`src/rtl/snake_pkg.sv`:
```
// Shared constants for the snake game video path: screen bounds, colours and
// the plot arbiter state encoding.
package snake_pkg;

  localparam int SCREEN_X_MAX = 159;
  localparam int SCREEN_Y_MAX = 119;

  localparam logic [2:0] BLACK = 3'b000;
  localparam logic [2:0] RED   = 3'b100;
  localparam logic [2:0] GREEN = 3'b010;
  localparam logic [2:0] WHITE = 3'b111;

  typedef enum logic [2:0] {
    ST_IDLE     = 3'd0,
    ST_DRAW     = 3'd1,
    ST_DONE     = 3'd2,
    ST_CLEAR    = 3'd3,
    ST_CLR_DONE = 3'd4
  } arb_state_e;

endpackage

```
`src/rtl/vga_plot_arbiter_if.sv`:
```
// Bundle between the game FSMs and the plot arbiter, plus the pixel write
// port the arbiter drives toward the VGA adapter.
interface vga_plot_arbiter_if #(
  parameter int NUM_REQ = 3
);
  logic [NUM_REQ-1:0]   req;
  logic [8*NUM_REQ-1:0] x_in;
  logic [7*NUM_REQ-1:0] y_in;
  logic [3*NUM_REQ-1:0] colour_in;
  logic                 clear_req;
  logic [7:0]           x_out;
  logic [6:0]           y_out;
  logic [2:0]           colour_out;
  logic                 plot;
  logic [NUM_REQ-1:0]   grant;
  logic [NUM_REQ-1:0]   done;
  logic                 clear_done;
  logic                 busy;

  modport master (
    output req, x_in, y_in, colour_in, clear_req,
    input  x_out, y_out, colour_out, plot, grant, done, clear_done, busy
  );

  modport slave (
    input  req, x_in, y_in, colour_in, clear_req,
    output x_out, y_out, colour_out, plot, grant, done, clear_done, busy
  );
endinterface

```
`src/rtl/rr_picker.sv`:
```
// Combinational round-robin picker: first set request at or after the
// pointer, searching cyclically. Outputs one-hot winner and its index.
module rr_picker #(
  parameter int N = 3
) (
  input  logic [N-1:0]                       req_i,
  input  logic [((N > 1) ? $clog2(N) : 1)-1:0] ptr_i,
  output logic [N-1:0]                       win_o,
  output logic [((N > 1) ? $clog2(N) : 1)-1:0] idx_o
);
  localparam int IDX_W = (N > 1) ? $clog2(N) : 1;

  logic [IDX_W-1:0] cand;
  logic             found;

  always_comb begin
    win_o = '0;
    idx_o = '0;
    found = 1'b0;
    cand  = ptr_i;
    for (int k = 0; k < N; k++) begin
      if (!found && req_i[cand]) begin
        found       = 1'b1;
        win_o[cand] = 1'b1;
        idx_o       = cand;
      end
      cand = (cand == IDX_W'(N - 1)) ? '0 : cand + 1'b1;
    end
  end

endmodule

```
`src/rtl/vga_plot_arbiter.sv`:
```
// Shares the VGA write port among tile requesters and a full-screen clear;
// each grant becomes a TILE x TILE burst of pixel writes with edge clipping.
module vga_plot_arbiter
  import snake_pkg::*;
#(
  parameter int NUM_REQ = 3,
  parameter int TILE    = 2,
  parameter int X_MAX   = SCREEN_X_MAX,
  parameter int Y_MAX   = SCREEN_Y_MAX
) (
  input logic               clk,
  input logic               rst,
  vga_plot_arbiter_if.slave bus
);
  localparam int IDX_W = (NUM_REQ > 1) ? $clog2(NUM_REQ) : 1;
  localparam int OFF_W = (TILE > 1) ? $clog2(TILE) : 1;

  arb_state_e          state_q, state_d;
  logic [IDX_W-1:0]    ptr_q, ptr_d;
  logic [IDX_W-1:0]    gidx_q, gidx_d;
  logic [NUM_REQ-1:0]  grant_q, grant_d;
  logic [7:0]          xl_q, xl_d;
  logic [6:0]          yl_q, yl_d;
  logic [2:0]          col_q, col_d;
  logic [OFF_W-1:0]    dx_q, dx_d, dy_q, dy_d;
  logic [7:0]          cx_q, cx_d;
  logic [6:0]          cy_q, cy_d;

  logic [NUM_REQ-1:0]  win;
  logic [IDX_W-1:0]    win_idx;
  logic [8:0]          xs;
  logic [7:0]          ys;
  logic                in_range;

  logic [7:0]          x_o;
  logic [6:0]          y_o;
  logic [2:0]          col_o;
  logic                plot_o;
  logic [NUM_REQ-1:0]  done_o;
  logic                clr_done_o;

  rr_picker #(.N(NUM_REQ)) u_pick (
    .req_i (bus.req),
    .ptr_i (ptr_q),
    .win_o (win),
    .idx_o (win_idx)
  );

  // Sums carry one extra bit so a tile hanging off the right/bottom edge clips instead of wrapping.
  assign xs       = {1'b0, xl_q} + 9'(dx_q);
  assign ys       = {1'b0, yl_q} + 8'(dy_q);
  assign in_range = (xs <= 9'(X_MAX)) && (ys <= 8'(Y_MAX));

  always_comb begin
    state_d    = state_q;
    ptr_d      = ptr_q;
    gidx_d     = gidx_q;
    grant_d    = grant_q;
    xl_d       = xl_q;
    yl_d       = yl_q;
    col_d      = col_q;
    dx_d       = dx_q;
    dy_d       = dy_q;
    cx_d       = cx_q;
    cy_d       = cy_q;
    x_o        = '0;
    y_o        = '0;
    col_o      = '0;
    plot_o     = 1'b0;
    done_o     = '0;
    clr_done_o = 1'b0;

    unique case (state_q)
      ST_IDLE: begin
        if (bus.clear_req) begin
          cx_d    = '0;
          cy_d    = '0;
          state_d = ST_CLEAR;
        end else if (|bus.req) begin
          grant_d = win;
          gidx_d  = win_idx;
          for (int i = 0; i < NUM_REQ; i++) begin
            if (win[i]) begin
              xl_d  = bus.x_in[8*i +: 8];
              yl_d  = bus.y_in[7*i +: 7];
              col_d = bus.colour_in[3*i +: 3];
            end
          end
          dx_d    = '0;
          dy_d    = '0;
          state_d = ST_DRAW;
        end
      end

      ST_DRAW: begin
        plot_o = in_range;
        if (in_range) begin
          x_o   = xs[7:0];
          y_o   = ys[6:0];
          col_o = col_q;
        end
        if (dx_q == OFF_W'(TILE - 1)) begin
          dx_d = '0;
          if (dy_q == OFF_W'(TILE - 1)) begin
            dy_d    = '0;
            state_d = ST_DONE;
          end else begin
            dy_d = dy_q + 1'b1;
          end
        end else begin
          dx_d = dx_q + 1'b1;
        end
      end

      ST_DONE: begin
        done_o  = grant_q;
        ptr_d   = (gidx_q == IDX_W'(NUM_REQ - 1)) ? '0 : gidx_q + 1'b1;
        grant_d = '0;
        state_d = ST_IDLE;
      end

      ST_CLEAR: begin
        plot_o = 1'b1;
        x_o    = cx_q;
        y_o    = cy_q;
        col_o  = BLACK;
        if (cx_q == 8'(X_MAX)) begin
          cx_d = '0;
          if (cy_q == 7'(Y_MAX)) begin
            cy_d    = '0;
            state_d = ST_CLR_DONE;
          end else begin
            cy_d = cy_q + 1'b1;
          end
        end else begin
          cx_d = cx_q + 1'b1;
        end
      end

      ST_CLR_DONE: begin
        clr_done_o = 1'b1;
        state_d    = ST_IDLE;
      end

      default: state_d = ST_IDLE;
    endcase
  end

  always_ff @(posedge clk) begin
    if (rst) begin
      state_q <= ST_IDLE;
      ptr_q   <= '0;
      gidx_q  <= '0;
      grant_q <= '0;
      dx_q    <= '0;
      dy_q    <= '0;
      cx_q    <= '0;
      cy_q    <= '0;
    end else begin
      state_q <= state_d;
      ptr_q   <= ptr_d;
      gidx_q  <= gidx_d;
      grant_q <= grant_d;
      dx_q    <= dx_d;
      dy_q    <= dy_d;
      cx_q    <= cx_d;
      cy_q    <= cy_d;
    end
  end

  // Tile attributes are only meaningful while DRAW is active, so they carry no reset.
  always_ff @(posedge clk) begin
    xl_q  <= xl_d;
    yl_q  <= yl_d;
    col_q <= col_d;
  end

  assign bus.x_out      = x_o;
  assign bus.y_out      = y_o;
  assign bus.colour_out = col_o;
  assign bus.plot       = plot_o;
  assign bus.grant      = grant_q;
  assign bus.done       = done_o;
  assign bus.clear_done = clr_done_o;
  assign bus.busy       = (state_q != ST_IDLE);

endmodule

```
`src/flat_wrapper.sv`:
```
// flat-port wrapper written by rule: the top's interface ports become plain ports
module vga_plot_arbiter_flat import snake_pkg::*;
#(
  parameter int NUM_REQ = 3,
  parameter int TILE    = 2,
  parameter int X_MAX   = SCREEN_X_MAX,
  parameter int Y_MAX   = SCREEN_Y_MAX
)
  (clk, rst, bus_req, bus_x_in, bus_y_in, bus_colour_in, bus_clear_req, bus_x_out, bus_y_out, bus_colour_out, bus_plot, bus_grant, bus_done, bus_clear_done, bus_busy);
  vga_plot_arbiter_if #(.NUM_REQ(NUM_REQ)) bus_i ();
  input logic clk;
  input logic rst;
  input wire logic [$bits(bus_i.req)-1:0] bus_req;
  input wire logic [$bits(bus_i.x_in)-1:0] bus_x_in;
  input wire logic [$bits(bus_i.y_in)-1:0] bus_y_in;
  input wire logic [$bits(bus_i.colour_in)-1:0] bus_colour_in;
  input wire logic [$bits(bus_i.clear_req)-1:0] bus_clear_req;
  output wire logic [$bits(bus_i.x_out)-1:0] bus_x_out;
  output wire logic [$bits(bus_i.y_out)-1:0] bus_y_out;
  output wire logic [$bits(bus_i.colour_out)-1:0] bus_colour_out;
  output wire logic [$bits(bus_i.plot)-1:0] bus_plot;
  output wire logic [$bits(bus_i.grant)-1:0] bus_grant;
  output wire logic [$bits(bus_i.done)-1:0] bus_done;
  output wire logic [$bits(bus_i.clear_done)-1:0] bus_clear_done;
  output wire logic [$bits(bus_i.busy)-1:0] bus_busy;
  assign bus_i.req = bus_req;
  assign bus_i.x_in = bus_x_in;
  assign bus_i.y_in = bus_y_in;
  assign bus_i.colour_in = bus_colour_in;
  assign bus_i.clear_req = bus_clear_req;
  assign bus_x_out = bus_i.x_out;
  assign bus_y_out = bus_i.y_out;
  assign bus_colour_out = bus_i.colour_out;
  assign bus_plot = bus_i.plot;
  assign bus_grant = bus_i.grant;
  assign bus_done = bus_i.done;
  assign bus_clear_done = bus_i.clear_done;
  assign bus_busy = bus_i.busy;
  vga_plot_arbiter #(.NUM_REQ(NUM_REQ), .TILE(TILE), .X_MAX(X_MAX), .Y_MAX(Y_MAX)) u_core (.clk(clk), .rst(rst), .bus(bus_i));
endmodule
```
`config.mk`:
```
export PLATFORM = sky130hd
export DESIGN_NAME = vga_plot_arbiter_flat
export DESIGN_NICKNAME = d
export VERILOG_FILES = /design/src/rtl/snake_pkg.sv /design/src/rtl/vga_plot_arbiter_if.sv /design/src/rtl/rr_picker.sv /design/src/rtl/vga_plot_arbiter.sv /design/src/flat_wrapper.sv
export SDC_FILE = /design/constraint.sdc
export NUM_CORES = 1
export LEC_CHECK = 0
export ABC_AREA = 1
export BUFFER_PORTS_ARGS = -buffer_cell sky130_fd_sc_hd__buf_2
export CORE_MARGIN = 2
export CORE_UTILIZATION = 40
export DETAILED_ROUTE_END_ITERATION = 8
export GPL_TIMING_DRIVEN = 1
export PLACE_DENSITY = 0.63
export SLEW_MARGIN = 0
export SYNTH_ARGS = -nofsm -noshare
export SYNTH_HDL_FRONTEND = slang
export SYNTH_SLANG_ARGS = --single-unit
export TNS_END_PERCENT = 1
```
`constraint.sdc`:
```
create_clock -name clk -period 2.8 [get_ports clk]
set_input_delay 0.7 -clock clk [delete_from_list [all_inputs] [get_ports clk]]
set_output_delay 0.7 -clock clk [all_outputs]
set_load 0.02 [all_outputs]
```
==> summary.txt, run 1 <==
Placed design
  • Gp weighted congestion: 0.8470
  • Placed Cells: 655
  • Port bufs: 86
  • Dpl hpwl: slightly above 6 mm

Min path
  • Hold WC Path Type: flop to flop
  • Hold path depth: 2

Timing
  • Post-layout min period: between 2 and 3 ns
  • Smallest hold slack: 0.4922 ns
  • RSZ-0062 raised after global routing: true
  • Final setup fails: 0
  • Worst Max-Slew Pin Slew: 0.5428 ns
  • Final hold vios: 0
  • Layout Skew: ~0.0063 ns
  • Fmax: 359.9 MHz
  • Rel. slew slack: 63.53%
  • Final Cycle Share: between 90 and 100%
  • Final slew viol count: 0

Clock network
  • CTS Sinks: 45
  • Clock transition at the registers of the reported paths: 0.10 ns
  • H-tree depth: 2
  • Clock tree root buffer cell: clkbuf_8
  • Clock latency on the worst-skew pair: 0.31 ns
  • TritonCTS clock tree: yes
  • Post-cts hold buffer count: 0
  • Clk buf depth: 2
  • CTS buffer count: 5

Detailed routing
  • Detail Route Antenna Nets: 0
  • Residual DRC: 0
  • Via density: 4.750
  • Routed wire length: ~7.8 mm
  • Pre-antenna DRT Iters: 4
  • DR WL/cell: 11.63 um
  • Via count: around 3200
  • Starting DRT DRC Count: 114

Worst setup path
  • Worst-path maximum fanout: 6
  • Worst r2r path cells: 7
  • Crit path kind: flop to primary output
  • Critical Path RT: 2.10 ns
  • FF-to-FF Start: u_core.ptr_q[1]
  • R2R setup slack: 0.62 ns
  • Worst setup EP type: primary output
  • Launch point of the worst path: u_core.xl_q[0]
  • R2R Path End: u_core.xl_q[1]
  • Worst EP arrival: 2.08 ns
  • Critical Path End: bus_colour_out[1]
  • Startpoint types: flop

Global routing
  • First-pass GRT wire length: 12.95 mm
  • Initial antenna violation count: 0
  • Total GRT Usage: 17.93%
  • Largest net degree at the start of global routing: 24
  • Vias in the first global route: 2883
  • Total gr overflow: 0

Yosys
  • #FFs+latches synth: 45
  • Synth Cell Area: 0.003272 mm2
  • Syn avg cell area: ~7 um2
  • Unique cell type count in the Yosys netlist: 41
  • Register area share after synthesis: approximately a third
  • Synthesized net count: 548
  • Yosys warning total: 0
  • Post-synthesis cell count: 481

Die
  • I/O pins: 87
  • Die height: 94.44 um
  • Initial Util: between 40% and 50%
  • Core area: around 0.008 mm2
  • FP Rows: 32
  • Die X: around 94 um
  • Die area: 0.008919 mm2

Finish
  • Multi-input logic area: 0.001959 mm2
  • Final net count: 631
  • Non-Filler Instances: 667
  • Layout cells sized above 1: 32.21%
  • Fillers: 814
  • Area Overhead vs Synth: 23.79%
  • N_diodes: 0
  • Seq. cell area: about 0.0011 mm2

Pwr
  • Power Total: 3.397 mW
  • PwrDens: 838.8 mW/mm2
  • Peak supply drop: 0.0002899 V
  • LEAKAGE: 1.959 nW

Run
  • Max-capacitance violation count: 0

Outcome
  • Status: complete, no violations
==> routing by layer <==
layer / wire length (um) / GRT usage (%) / vias to the layer above
met5: 0 / 0 / -
met4: 80 / 3.986 / 0
met3: 477 / 2.554 / 5
met2: 3319 / 28.75 / 100
met1: 3876 / 25.65 / 1345
li1: - / - / 1718
==> cell usage in the layout (no fill, tap or decap), types with 4 or more instances in the layout <==
cell,netlist,final
nand2_1,172,167
edfxtp_1,18,18
nor3_1,5,5
nor2_2,4,7
o21ai_1,5,4
nand2_2,28,33
buf_2,2,67
nand3_1,22,20
inv_1,45,43
a21oi_1,19,19
dfxtp_1,27,25
nor2_1,36,33
inv_2,11,12
buf_4,6,13
nand4_1,19,19
nand3_2,7,7
a211oi_1,5,5
o21ai_0,8,8
clkbuf_8,0,5
buf_6,3,9
==> cells by family after synthesis <==
group | count (synthesis) | share of synthesized area (%)
DFF | 45 | 33.04
buffers and inverters | 74 | 10.67
adders and majority gates | 7 | 2.677
xor gates and xnor gates | 5 | 1.339
AOI/OAI and AO/OA | 47 | 8.796
and+or+nand+nor | 303 | 43.48
==> worst min-delay path by stage <==
stage / startpoint / to / slack (ns)
after floorplan: u_core.cy_q[6] / u_core.cy_q[6] / 0.45
after global placement: u_core.bus.grant[0] / u_core.bus.grant[0] / 0.47
after detailed placement: u_core.bus.grant[0] / u_core.bus.grant[0] / 0.48
after CTS: u_core.bus.grant[0] / u_core.bus.grant[0] / 0.50
after global routing: u_core.bus.grant[2] / u_core.bus.grant[2] / 0.52
final: u_core.bus.grant[0] / u_core.bus.grant[0] / 0.49
==> stage by stage <==
| stage | util [%] | cell area (um2) | worst slack (ns) | TNS [ns] |
|---|---|---|---|---|
| final | 51.88 | 4050 | 0.02177 | 0 |
| after global routing | 51.88 | 4050 | -0.1059 | -1.597 |
| after CTS | 50.64 | 3954 | -0.001563 | -0.001563 |
| after detailed placement | 47.66 | 3721 | 0.1014 | 0 |
| after global placement | 47.66 | 3721 | 0.1757 | 0 |
| after floorplan | - | 3272 | 0.2347 | 0 |
==> what timing repair did <==
action / 4_1_cts / 5_1_grt
setup buffers: 2 / 0
gates cloned: 2 / 0
pin swaps: 7 / 10
resized for setup: 26 / 29
endpoints found under the setup margin: 19 / 19
==> cell type report <==
cell class              count  share of cell area [%]
clock buffers               5                   1.699
inverters                  58                   5.622
multi-input cells         364                   48.38
clock inverters             3                  0.7105
repair buffers             90                   13.69
well taps                 102                   3.151
flip-flops and latches     45                   26.75
==> state kept, by name, summed over array words and instances, names as in the netlist <==
signal	cells
u_core.bus.grant	3
u_core.col_q	3
u_core.cx_q	8
u_core.cy_q	7
u_core.dx_q	1
u_core.dy_q	1
u_core.gidx_q	2
u_core.ptr_q	2
u_core.state_q	3
u_core.xl_q	8
u_core.yl_q	7
==> worst max-delay path: stages (launching register included) <==
cell	delay [ns]
edfxtp_1	0.42
ha_2	0.22
ha_4	0.16
nand2_2	0.07
inv_2	0.05
nand2_2	0.07
nor2_2	0.04
nand3_1	0.08
nand2_2	0.07
nor2_4	0.12
buf_12	0.13
nand3_4	0.09
nor2_1	0.12
buf_4	0.15
==> cells in the mapped netlist <==
library cell | instances | share of area [%]
edfxtp_1 | 18 | 17
o21bai_1 | 1 | 0.23
inv_6 | 1 | 0.27
buf_2 | 2 | 0.31
nor2_2 | 4 | 0.76
nor2_1 | 36 | 4.1
nor3_1 | 5 | 0.76
a21oi_4 | 1 | 0.50
inv_4 | 1 | 0.19
o21ai_0 | 8 | 1.2
a211oi_2 | 1 | 0.38
nand3_1 | 22 | 3.4
xor2_1 | 2 | 0.54
o211ai_1 | 1 | 0.23
buf_12 | 1 | 0.61
o2111ai_1 | 1 | 0.27
a21oi_2 | 1 | 0.27
o211a_1 | 1 | 0.31
nor2_4 | 3 | 1.0
dfxtp_1 | 27 | 17
clkbuf_1 | 4 | 0.46
inv_2 | 11 | 1.3
nand3_2 | 7 | 2.1
o21ai_1 | 5 | 0.76
nand4_2 | 1 | 0.38
nor2_8 | 1 | 0.61
xnor2_1 | 3 | 0.80
a21oi_1 | 19 | 2.9
nand2_4 | 2 | 0.69
inv_1 | 45 | 5.2
nand2_1 | 172 | 20
a211oi_1 | 5 | 1.1
buf_6 | 3 | 1.0
ha_1 | 7 | 2.7
nand2_2 | 28 | 5.4
buf_4 | 6 | 1.4
a31oi_1 | 2 | 0.38
and3_1 | 2 | 0.38
o22ai_1 | 1 | 0.19
nand4_1 | 19 | 3.6
nor3_4 | 1 | 0.50
==> power by group <==
part / leakage (nW) / internal (mW) / switching (mW)
clock network: 0.0511 / 0.189 / 0.261
registers: 0.387 / 0.899 / 0.161
logic: 1.52 / 0.683 / 1.21
total: 1.96 / 1.77 / 1.63
Note: power is estimated with default switching activity, not from simulation.
==> run 2: changes to the inputs <==
--- a/config.mk
+++ b/config.mk
@@ -8,10 +8,10 @@
 export ABC_AREA = 1
 export BUFFER_PORTS_ARGS = -buffer_cell sky130_fd_sc_hd__buf_2
 export CORE_MARGIN = 2
-export CORE_UTILIZATION = 40
+export CORE_UTILIZATION = 50
 export DETAILED_ROUTE_END_ITERATION = 8
 export GPL_TIMING_DRIVEN = 1
-export PLACE_DENSITY = 0.63
+export PLACE_DENSITY = 0.76
 export SLEW_MARGIN = 0
 export SYNTH_ARGS = -nofsm -noshare
 export SYNTH_HDL_FRONTEND = slang
==> run 2 against run 1 <==
  * Non-clock buffer count is 5 higher
  * First-iteration DRC count up 23%
  * Core utilization grew 12 points
  * Combinational power about the same
  * Total power shrank 0.45%
  * Fmax is 0.48% lower
  * Critical path depth stayed put
  * Register-to-register slack barely moved
  * Sequential share of layout area grew 0.10 points
  * Clock-buffer cell count increased by 2
  * Final area down 0.15%
  * Routed wire length increased by 0.43%
  * Largest power group unchanged
==> summary.txt, run 2 (same netlist as run 1, synthesis figures left out) <==
Outcome
  • Status: complete, no violations

Die
  • Core area: 0.006350 mm2
  • Initial Util: 51.53%
  • FP Rows: 29
  • Die area: 0.007207 mm2
  • I/O pins: 87
  • Die height: 84.90 um
  • Die X: 84.90 um

Worst setup path
  • Startpoint types: flop
  • Critical path's slowest cell: edfxtp_1
  • Cell Chain, Critical Path: ha_2 > ha_4 > nand2_2 > inv_2 > nand2_2 > nor2_4 > nand3_2 > nand2_2 > nor2_4 > buf_6 > nand4_1 > nand2_1 > buf_6
  • Worst setup EP type: primary output
  • Worst-path maximum fanout: 8
  • Critical path's most frequent cell: nand2_2
  • Bufs and invs on worst path: 3
  • Critical Path RT: about 2.1 ns
  • Worst EP arrival: around 2.1 ns
  • Highest cell delay on the worst timing path: ~0.4 ns
  • CP top delay family: simple AND/OR/NAND/NOR gates
  • Crit path kind: flop to primary output

Global routing
  • Total gr overflow: 0
  • Initial antenna violation count: 0
  • First-pass GRT wire length: 13.06 mm
  • Largest net degree at the start of global routing: 24
  • Vias in the first global route: 3002
  • Total GRT Usage: 21.54%

Detailed routing
  • Residual DRC: 0
  • Detail Route Antenna Nets: 0
  • Met3 wire length: 328 um
  • Pre-antenna DRT Iters: 4
  • Max layer used: met4
  • Routed wire length: about 7.8 mm
  • Via density: 5.071
  • Starting DRT DRC Count: 140
  • Via count: 3276
  • Met2 WL post-DR: 3.858 mm
  • Met1 wire length: 3.523 mm
  • DR WL/cell: ~12 um

Finish
  • Non-Filler Instances: 646
  • Layout cells sized above 1: 32.34%
  • N_diodes: 0
  • Area Overhead vs Synth: 23.59%
  • Most frequent cells in the layout: nand2_1, buf_2, inv_1
  • Fillers: 585
  • Commonest non-fill, non-tap cell in the layout: nand2_1
  • Final net count: 635
  • Biggest regs: u_core.cx_q: 8 flops, u_core.xl_q: 8 flops
  • Final core occ: a little under two thirds

Timing
  • Final setup fails: 0
  • Final Cycle Share: 99.70%
  • Layout Skew: 0.01322 ns
  • Fmax: 358.2 MHz
  • Final hold vios: 0
  • RSZ-0062 raised after global routing: true
  • Rel. slew slack: 65.88%
  • Setup_tns: 0 ns
  • Worst Max-Slew Pin Slew: 0.5111 ns
  • Post-layout min period: 2.792 ns
  • Final slew viol count: 0

Pwr
  • PwrDens: 836.3 mW/mm2
  • Peak supply drop: 0.0004232 V
  • LEAKAGE: 1.977 nW

Clock network
  • CTS buffer count: 5
  • CTS Sinks: between 40 and 50
  • Clock transition at the registers of the reported paths: 0.07 ns
  • Clock tree root buffer cell: clkbuf_8
  • Post-cts hold buffer count: 0
  • Clk buf depth: 2
  • TritonCTS clock tree: yes
  • Clock latency on the worst-skew pair: ~0.3 ns
  • H-tree depth: 2

Placed design
  • Placed Cells: between 600 and 700
  • Port bufs: 86
  • Gp weighted congestion: 0.8325
  • Dpl hpwl: 5.893 mm

Min path
  • Hold WC Path Type: flop to flop

Run
  • Max-capacitance violation count: 0
==> run 2: power breakdown <==
| group | switching [mW] | leakage, nW | internal [mW] |
|---|---|---|---|
| logic | 1.21 | 1.54 | 0.684 |
| clock network | 0.219 | 0.0445 | 0.201 |
| registers | 0.170 | 0.387 | 0.902 |
==> run 2: worst min-delay path: cells and delay by family, from the launching register on <==
kind	cells	cell delay, ns
AND/OR/NAND/NOR	1	0.07
flip-flops	1	0.33
AO/OA/AOI/OAI	1	0.06
==> run 2: final cells by class <==
class | count | area, um2 | share of cell area [%]
inverter | 58 | 225.2 | 5.569
clock buffer | 7 | 86.33 | 2.135
tap | 77 | 96.34 | 2.382
sequential | 45 | 1086 | 26.86
clock inverter | 1 | 7.507 | 0.1856
timing repair buffer | 95 | 580.6 | 14.36
multi-input combinational | 363 | 1962 | 48.51
==> run 2: timing repair <==
action	in CTS	in global routing
setup endpoints to repair	19	19
gates resized for setup	28	24
setup buffers	3	2
gates cloned	0	1
pin swaps	7	12
==> run 2: through the flow <==
step                power, mW  cell area [um2]  hold slack (ns)  worst slack (ns)
floorplan               2.435             3272           0.4546            0.2347
global placement        2.700             3705           0.4704            0.2421
detailed placement      2.758             3705           0.4832            0.1215
CTS                     3.292             3920           0.4948          -0.06070
global route            3.668             4044           0.5290           -0.1280
finish                  3.382             4044           0.4942          0.008372
==> run 2: worst paths after layout <==
check                                    startpoint                   to  slack (ns)  cells past startpoint
worst max-delay path                 u_core.xl_q[0]         bus_x_out[3]       0.008                     13
worst min-delay path            u_core.bus.grant[0]  u_core.bus.grant[0]        0.49                      2
worst max register to register      u_core.ptr_q[1]       u_core.xl_q[3]        0.63                      9
worst min register to register  u_core.bus.grant[0]  u_core.bus.grant[0]        0.49                      2
==> run 2: metal layers <==
layer,GRT usage [%],up-vias
met2,37.58,93
met1,28.57,1458
met3,3.307,7
li1,-,1718
met4,4.185,0
met5,0,-
==> run 3: changes to the inputs <==
==> constraint.sdc (replaced) <==
create_clock -name clk -period 3.27 [get_ports clk]
set_input_delay 0.8175 -clock clk [delete_from_list [all_inputs] [get_ports clk]]
set_output_delay 0.8175 -clock clk [all_outputs]
set_load 0.02 [all_outputs]
==> run 3 against run 2 <==
  * Die area did not move
  * Sequential share of layout area rose by 1.6 points
  * Critical endpoint is now bus_colour_out[0]
  * Clock skew fell by 0.0095 ns
  * First-iteration DRC count fell by 16%
  * Register-to-register slack improved by 0.40 ns
  * Via count fell by 3.5%
  * Critical path type unchanged
  * Final cell count fell by 1.4%
  * Clock power fell by 14%
  * Flip-flop and latch count did not move
==> summary.txt, run 3 (same netlist as run 1, synthesis figures left out) <==
Global routing
  • First-pass GRT wire length: 12.14 mm
  • Total gr overflow: 0
  • Largest net degree at the start of global routing: 24
  • Met3 usage: under 10%
  • Total GRT Usage: 20.16%
  • GRT Max-Usage Layer: met2
  • Initial antenna violation count: 0
  • GR Util met1: 26.11%
  • Vias in the first global route: just under 3000
  • Routing usage on met2: 34.79%

Worst setup path
  • Cell Chain, Critical Path: ha_1 > ha_1 > nand2_1 > inv_2 > nand2_1 > nor2_1 > nand3_1 > nand2_1 > nor2_4 > nand3_2 > nor2_1 > buf_2
  • Worst-path maximum fanout: 16
  • R2R setup slack: 1.03 ns
  • Worst setup EP type: primary output
  • Highest cell delay on the worst timing path: 0.41 ns
  • Crit path kind: flop to primary output
  • Worst EP arrival: 2.24 ns
  • Startpoint types: flop
  • FF-to-FF Start: u_core.ptr_q[1]
  • R2R Path End: u_core.yl_q[5]
  • CP top delay family: simple AND/OR/NAND/NOR gates
  • Worst r2r path cells: 7
  • Bufs and invs on worst path: 2
  • Critical path's slowest cell: edfxtp_1
  • Critical Path RT: 2.45 ns
  • Critical path's most frequent cell: nand2_1

Clock network
  • CTS buffer count: 5
  • Clock transition at the registers of the reported paths: 0.09 ns
  • CTS Sinks: between 40 and 50
  • Clock tree root buffer cell: clkbuf_8
  • H-tree depth: 2
  • Clock latency on the worst-skew pair: 0.30 ns
  • Clk buf depth: 2
  • TritonCTS clock tree: yes

Timing
  • Final setup fails: 0
  • Layout Skew: 0.003711 ns
  • Final Cycle Share: 93.51%
  • Final slew viol count: 0
  • Worst Max-Slew Pin Slew: a little over 0.5 ns
  • Fmax: 327.0 MHz
  • Final hold vios: 0
  • Rel. slew slack: about two thirds
  • Post-layout min period: 3.058 ns
  • RSZ-0062 raised after global routing: false
  • Setup_tns: 0 ns

Detailed routing
  • Via density: 4.962
  • Residual DRC: 0
  • Detail Route Antenna Nets: 0
  • Via count: 3161
  • Routed wire length: approximately 7.1 mm
  • DR WL/cell: 11.15 um
  • Pre-antenna DRT Iters: 4
  • Starting DRT DRC Count: around 120

Finish
  • Design Area, Final: 0.003795 mm2
  • Final net count: 626
  • Biggest regs: u_core.cx_q: 8 flops, u_core.xl_q: 8 flops
  • Area Overhead vs Synth: 15.98%
  • N_diodes: 0
  • Commonest non-fill, non-tap cell in the layout: nand2_1
  • Most frequent cells in the layout: nand2_1, buf_2, inv_1
  • Layout cells sized above 1: 28.39%

Die
  • Die X: 84.90 um
  • Initial Util: 51.53%
  • FP Rows: 29
  • Die area: between 0.007 and 0.008 mm2
  • I/O pins: 87
  • Die height: 84.90 um
  • Core area: 0.006350 mm2

Min path
  • Hold WC Path Type: flop to flop
  • Hold path depth: 2
  • Hold_sp: u_core.bus.grant[0]
  • Worst Hold End: u_core.bus.grant[0]

Pwr
  • PwrDens: 707.6 mW/mm2
  • LEAKAGE: approximately 1.9 nW
  • Peak supply drop: 0.0003487 V

Placed design
  • Cell Area, Placed: 0.003682 mm2
  • Gp weighted congestion: a little under 0.9
  • Port bufs: 86
  • Dpl hpwl: 5.688 mm

Outcome
  • Status: complete, no violations

Run
  • Max-capacitance violation count: 0
## run 3: cell count changes in the layout (fill, tap and decap cells not counted), moves of 2 or more
cell      before  now
nand3_1       19   21
clkinv_4       0    2
nand2_2       32   27
nor2_2         7    4
nand3_4        3    1
buf_4         21    1
ha_4           3    0
ha_1           3    7
dfxtp_1       25   27
nand2_1      167  172
buf_6          6    0
nor2_1        32   36
buf_2         67   86
## run 3: where the power goes
| group | leakage [nW] | total [mW] | internal (mW) | switching [mW] |
|---|---|---|---|---|
| Combinational | 1.50 | 1.43 | 0.460 | 0.970 |
| Clock | 0.0487 | 0.360 | 0.156 | 0.204 |
| Sequential | 0.386 | 0.896 | 0.767 | 0.129 |
## run 3: how the worst max path moves through the flow
stage                        start           endpoint  slack (ns)  cells after the start
floorplan               bus_req[0]    u_core.col_q[0]        0.59                      9
global placement    u_core.xl_q[0]  bus_colour_out[2]        0.57                     12
detailed placement  u_core.xl_q[0]  bus_colour_out[0]        0.46                     12
CTS                    u_core.dx_q  bus_colour_out[0]        0.11                     13
global route        u_core.xl_q[0]  bus_colour_out[0]        0.05                     12
finish              u_core.xl_q[0]  bus_colour_out[0]        0.21                     12
## run 3: timing repair
| item | in CTS | in global routing |
|---|---|---|
| setup endpoints to repair | 0 | 4 |
| hold buffers | 0 | 0 |
| gates resized for setup | 0 | 3 |
| buffers inserted | 0 | 0 |
## run 3: worst register-to-register path: stages, from the launching register on
cell and delay, ns:
dfxtp_1 0.65, o2111ai_1 0.22, nand2_2 0.30, inv_2 0.22, nand3_1 0.14, nor2_1 0.05, nor2_1 0.10, buf_4 0.25
## run 3: final cells by class
cell class / count / area (um2)
Tap cell: 77 / 96.34
Fill cell: 613 / 2555
Sequential cell: 45 / 1081
Timing Repair Buffer: 87 / 437.9
Inverter: 58 / 225.2
Multi-Input combinational cell: 362 / 1859
Clock inverter: 3 / 26.28
Clock buffer: 5 / 68.82
## run 3: metrics by stage
step	power [mW]	hold WS (ns)	util, %	std cells	setup WS, ns
2_1_floorplan	2.085	0.4546	-	481	0.5872
5_1_grt	2.928	0.5133	59.76	637	0.04528
3_3_place_gp	2.288	0.4688	57.99	629	0.5724
4_1_cts	2.694	0.4840	59.49	637	0.1121
6_report	2.685	0.4849	59.76	637	0.2123
3_5_place_dp	2.330	0.4707	57.99	629	0.4580
## run 3: metal layers
layer  vias to the layer above  wire length [um]
met5                         -                 0
met4                         0                70
met3                         6               366
met2                       103              3334
met1                      1353              3332
li1                       1699                 -
